**config.mk**
```make
export PLATFORM = sky130hd
export DESIGN_NAME = shift_alu_arbiter
export DESIGN_NICKNAME = d
export VERILOG_FILES = /design/src/rtl/shift_alu_pkg.sv /design/src/rtl/rr_grant.sv /design/src/rtl/shift_alu_arbiter.sv
export SDC_FILE = /design/constraint.sdc
export NUM_CORES = 1
export LEC_CHECK = 0
export ABC_AREA = 1
export ABC_CLOCK_PERIOD_IN_PS = 2700
export CAP_MARGIN = 10
export CORE_ASPECT_RATIO = 0.6
export CORE_UTILIZATION = 30
export DETAILED_ROUTE_END_ITERATION = 16
export GPL_ROUTABILITY_DRIVEN = 0
export PLACE_DENSITY = 0.65
export SYNTH_ARGS = -nofsm -noshare
export SYNTH_HDL_FRONTEND = slang
export SYNTH_SLANG_ARGS = --single-unit
```
**constraint.sdc**
```tcl
create_clock -name clk -period 2.7 [get_ports clk]
set_input_delay 0.54 -clock clk [delete_from_list [all_inputs] [get_ports clk]]
set_output_delay 0.54 -clock clk [all_outputs]
set_load 0.02 [all_outputs]
```
**src/rtl/shift_alu_pkg.sv**
```systemverilog
// Shared types and constants for the shift/rotate ALU arbiter.
// Latency: n/a (package only).
// Backpressure: n/a (package only).
package shift_alu_pkg;

  // Operand and shift-amount widths of the shared ALU
  localparam int DATA_W  = 16;
  localparam int SHAMT_W = 4;

  // ALU operation codes, passed through unchanged to the ALU
  typedef logic [1:0] op_t;
  localparam op_t OP_SLL = 2'b00;
  localparam op_t OP_SRL = 2'b01;
  localparam op_t OP_RL  = 2'b10;
  localparam op_t OP_RR  = 2'b11;

  // Sequencer states: waiting for a request, ALU evaluating, response pending
  typedef enum logic [1:0] {
    IDLE = 2'd0,
    EXEC = 2'd1,
    RESP = 2'd2
  } state_t;

endpackage

```
**src/rtl/rr_grant.sv**
```systemverilog
// Round-robin priority picker: first requester at or after ptr, wrapping.
// Latency: purely combinational.
// Backpressure: none; grant is advisory, the caller decides when it is taken.
module rr_grant #(
  parameter int NREQ = 4,
  parameter int IDW  = $clog2(NREQ)
) (
  input  logic [NREQ-1:0] req,
  input  logic [IDW-1:0]  ptr,
  output logic [NREQ-1:0] grant,
  output logic [IDW-1:0]  idx,
  output logic            any
);

  logic [IDW-1:0] k;

  // Scan requesters starting at ptr and stop at the first active one
  always_comb begin
    grant = '0;
    idx   = '0;
    any   = 1'b0;
    k     = '0;
    for (int i = 0; i < NREQ; i++) begin
      k = IDW'((int'(ptr) + i) % NREQ);
      if (!any && req[k]) begin
        grant[k] = 1'b1;
        idx      = k;
        any      = 1'b1;
      end
    end
  end

endmodule

```
**src/rtl/shift_alu_arbiter.sv**
```systemverilog
// Shares one combinational shift/rotate ALU between NREQ requesters, round-robin.
// Latency: accept cycle + 2 to rsp_valid; one operation in flight, issue every 3 cycles at best.
// Backpressure: response held while rsp_ready=0; no grants until it is taken. Optional SHIFT_ALU_ARB_PERF_EN adds op_count.
module shift_alu_arbiter
  import shift_alu_pkg::*;
#(
  parameter int NREQ = 4,
  parameter int IDW  = $clog2(NREQ)
) (
  input  logic                      clk,
  input  logic                      rst,
  input  logic [NREQ-1:0]           req_valid,
  output logic [NREQ-1:0]           req_ready,
  input  logic [2*NREQ-1:0]         req_choice,
  input  logic [DATA_W*NREQ-1:0]    req_data,
  input  logic [SHAMT_W*NREQ-1:0]   req_shift_by,
  output logic [1:0]                alu_choice,
  output logic [DATA_W-1:0]         alu_i0,
  output logic [SHAMT_W-1:0]        alu_shift_by,
  input  logic [DATA_W-1:0]         alu_o,
  output logic                      rsp_valid,
  input  logic                      rsp_ready,
  output logic [DATA_W-1:0]         rsp_data,
  output logic [IDW-1:0]            rsp_id,
  output logic                      busy
`ifdef SHIFT_ALU_ARB_PERF_EN
  ,
  output logic [15:0]               op_count
`endif
);

  state_t         state;
  state_t         state_nxt;
  logic [IDW-1:0] rr_ptr;
  logic [IDW-1:0] ptr_nxt;

  logic [NREQ-1:0] gnt;
  logic [IDW-1:0]  gnt_idx;
  logic            gnt_any;
  logic            accept;
  logic            rsp_hs;

  logic [1:0]         choice_arr [NREQ];
  logic [DATA_W-1:0]  data_arr   [NREQ];
  logic [SHAMT_W-1:0] shamt_arr  [NREQ];

  // Split the packed per-requester fields so the winner can be indexed directly
  for (genvar g = 0; g < NREQ; g++) begin : g_unpack
    assign choice_arr[g] = req_choice[2*g +: 2];
    assign data_arr[g]   = req_data[DATA_W*g +: DATA_W];
    assign shamt_arr[g]  = req_shift_by[SHAMT_W*g +: SHAMT_W];
  end

  rr_grant #(
    .NREQ (NREQ),
    .IDW  (IDW)
  ) u_rr_grant (
    .req   (req_valid),
    .ptr   (rr_ptr),
    .grant (gnt),
    .idx   (gnt_idx),
    .any   (gnt_any)
  );

  // Pointer moves to the slot just after the winner so it has lowest priority next
  assign ptr_nxt = (gnt_idx == IDW'(NREQ - 1)) ? '0 : gnt_idx + 1'b1;

  assign busy = (state != IDLE);

  // Next-state and handshake decode; grants only offered in IDLE and out of reset
  always_comb begin
    state_nxt = state;
    req_ready = '0;
    accept    = 1'b0;
    rsp_hs    = 1'b0;
    case (state)
      IDLE: begin
        if (gnt_any && !rst) begin
          req_ready = gnt;
          accept    = 1'b1;
          state_nxt = EXEC;
        end
      end
      EXEC: begin
        state_nxt = RESP;
      end
      RESP: begin
        if (rsp_valid && rsp_ready) begin
          rsp_hs    = 1'b1;
          state_nxt = IDLE;
        end
      end
      default: begin
        state_nxt = IDLE;
      end
    endcase
  end

  // State, operand latches towards the ALU, and the response register
  always_ff @(posedge clk or posedge rst) begin
    if (rst) begin
      state        <= IDLE;
      rr_ptr       <= '0;
      alu_choice   <= '0;
      alu_i0       <= '0;
      alu_shift_by <= '0;
      rsp_valid    <= 1'b0;
      rsp_data     <= '0;
      rsp_id       <= '0;
    end else begin
      state <= state_nxt;
      if (accept) begin
        alu_choice   <= choice_arr[gnt_idx];
        alu_i0       <= data_arr[gnt_idx];
        alu_shift_by <= shamt_arr[gnt_idx];
        rsp_id       <= gnt_idx;
        rr_ptr       <= ptr_nxt;
      end
      if (state == EXEC) begin
        rsp_data  <= alu_o;
        rsp_valid <= 1'b1;
      end
      if (rsp_hs) begin
        rsp_valid <= 1'b0;
      end
    end
  end

`ifdef SHIFT_ALU_ARB_PERF_EN
  // Count completed response handshakes; wraps naturally at 16 bits
  always_ff @(posedge clk or posedge rst) begin
    if (rst) begin
      op_count <= '0;
    end else if (rsp_hs) begin
      op_count <= op_count + 16'd1;
    end
  end
`endif

endmodule
```
==> metrics.txt <==
synthesized netlist cell count 470; Synth async-reset ratio 100%; number of synthesized flops with an enable pin 0; share of layout cells above drive strength 1 between 10% and 20%; fill count 1,044; Crit Path Max Fanout 11; Detailed Route WL 9860 um; largest net degree at the start of global routing 46; Seq/Total Area, Yosys 34.5%; Max Cap Viol 0; clk_lat worst skew 0.28 ns; Yosys cell types 30; dpl cells 769; peak supply drop 0.628 mV; post-detail-place hpwl 7580 um; Crit Reg-Reg Startpoint rr_ptr[0]; Tmin final 2.54 ns; Max Buffers Root-to-Sink 2; drt via density 4.49; initial antenna violation count 0; n_diodes 0; FMAX 0.393 GHz; global-route wire length before repair about 16,000 um; Synth area leader dfrtp_1; hold path startpoint alu_i0[8]; Comb power frac between 70% and 80%; Slew Viols, Final 0; final period utilization a little over nine tenths; final setup vio count 0; synthesized cell area approximately 3300 um^2; Power Density around 1300 nW/um^2; multi-input logic area 1680 um^2; Remaining Overflow, GRT 0; hold path endpoint alu_i0[8]; fin nets 758; Hold Vio Cnt, Final 0; Post-CTS Hold Buffers 0; vias in the first global route between 3,000 and 4,000; CTS Root Buffer Type clkbuf_16; Post-Layout Cell Count between 700 and 800; # IOs 157; Worst setup SP type register; P_sw 3.32 mW; H-tree level count 2; die area around 11,000 um^2; Hold Path Depth 2; CP Class register to output port; Min-Delay Path Class register to register; Layout area overhead 61.9%; Port Buffer Count about 160; Die X 137 um; CP arrival about 2.0 ns; setup tns final 0 ns; Yosys warnings 0; relative slew slack a little over half; Starting Density 30.8%; clk_skew between 0.003 and 0.004 ns; Yosys top cell area share 34.5%; Pleak 2.72 nW; Crit. End Element output port; Commonest cells post-synth nand2_1, inv_1, nand3_1; CTS sink count 45; worst reg-to-reg setup slack 0.40 ns; worst reg-to-reg path cell count 14; Core ar. 10,600 um^2; TritonCTS buffer count 5; Clock power frac 8.7%; Die H 82.8 um; outcome completed; DR pass1 iterations 4; worst slew pin tran 0.710 ns; Rows 29; clock slew at reported path FFs 0.07 ns; DRC viols 0; CTS tree yes; ranking of synthesized cells by area dfrtp_1, nand2_1, nand3_1, inv_1, mux2_2; Syn Nets 590; Critical R2R Capture alu_i0[8]; Initial DRC Count ~160; via count 3,494; RSZ-0062 raised after global routing false; DR WL/cell 12.7 um; Total Routing Usage GR between 10% and 20%; most common cell in the netlist nand2_1; Seq pwr share 17.6%; Synth Register Bits 45; Routed Antenna Nets 0; Syn Area/Cell ~7.0 um^2; Reg area 1130 um^2; Pint 3.63 mW; Critical Path RT 2.16 ns; Sw Ratio 47.8%; Synth Flop Type dfrtp_1
==> what timing repair did <==
action	in CTS	in global routing
endpoints found under the setup margin	4	4
pin swaps	1	2
buffers inserted	0	1
resized for setup	19	9
==> per-layer routing <==
| metal | track usage, % | routed length [um] | vias up |
|---|---|---|---|
| met5 | 0 | 0 | - |
| met4 | 3.74 | 91 | 0 |
| met3 | 4.27 | 791 | 8 |
| met2 | 27.5 | 4180 | 123 |
| met1 | 24.1 | 4800 | 1585 |
| li1 | - | - | 1778 |
==> stage by stage <==
step / setup slack [ns] / util [%] / power [mW] / hold WS (ns) / instance area, um^2
2_1_floorplan: 0.171 / - / 4.49 / 0.540 / 3270
3_3_place_gp: -0.288 / 48.3 / 6.23 / 0.468 / 5120
3_5_place_dp: -0.368 / 48.3 / 6.35 / 0.477 / 5120
4_1_cts: 0.0508 / 49.6 / 7.01 / 0.495 / 5260
5_1_grt: 0.0309 / 49.9 / 7.59 / 0.520 / 5290
6_report: 0.157 / 49.9 / 6.96 / 0.490 / 5290
==> critical path: stages, from the launching register on <==
cell and delay [ns]:
dfrtp_1 0.43, inv_6 0.08, buf_4 0.18, nand2_2 0.08, nand2_1 0.10, nand2_1 0.11, nand2_2 0.13, nor2_4 0.05
buf_4 0.15, nand3_1 0.06, nand4_1 0.10, nand2_1 0.07, inv_1 0.04, buf_2 0.15
==> placed cells by master (no fill, tap or decap), types with 4 or more instances in the layout <==
cell / n
buf_12: 5
buf_4: 22
clkbuf_16: 5
clkdlybuf4s50_1: 148
dfrtp_1: 45
dlymetal6s2s_1: 4
ha_1: 8
inv_1: 86
mux2_2: 16
nand2_1: 150
nand2_2: 7
nand3_1: 87
nand3_2: 5
nor2_1: 4
nor2_4: 5
or2_1: 11
==> worst max-delay path by stage <==
| stage | end | cells past startpoint | start |
|---|---|---|---|
| 2_1_floorplan | req_ready[0] | 13 | rr_ptr[0] |
| 3_3_place_gp | req_ready[0] | 12 | req_valid[3] |
| 3_5_place_dp | req_ready[3] | 12 | req_valid[2] |
| 4_1_cts | req_ready[0] | 13 | req_valid[1] |
| 5_1_grt | req_ready[3] | 13 | rr_ptr[0] |
| 6_report | req_ready[0] | 13 | rr_ptr[0] |
==> power groups by stage <==
stage | Clock (mW) | Sequential [mW] | Combinational [mW]
global placement | 0 | 1.21 | 5.01
floorplan | 0 | 1.60 | 2.90
global route | 0.658 | 1.27 | 5.66
finish | 0.605 | 1.22 | 5.13
detailed placement | 0 | 1.23 | 5.12
CTS | 0.630 | 1.23 | 5.15
==> sequential cells by signal (all words and copies together) (netlist names) <==
signal        count
rsp_id            2
state             2
alu_i0           16
alu_choice        2
rsp_data         16
alu_shift_by      4
rr_ptr            2
rsp_valid         1
==> logic make-up after synthesis <==
kind of cell,Yosys count,share of synthesized area (%)
muxes,16,5.52
DFF,45,34.5
AOI/OAI and AO/OA,12,2.41
and+or+nand+nor,276,39.3
buffers and inverters,112,14.9
adders and majority gates,9,3.45
==> final cells by class <==
type	count	area share (%)
clock buffer	5	2.37
clock inverter	3	0.402
inverter	91	6.63
multi-input combinational	313	31.8
sequential	45	21.3
tap	139	3.29
timing repair buffer	182	34.3
(Power assumes the default switching activity.)
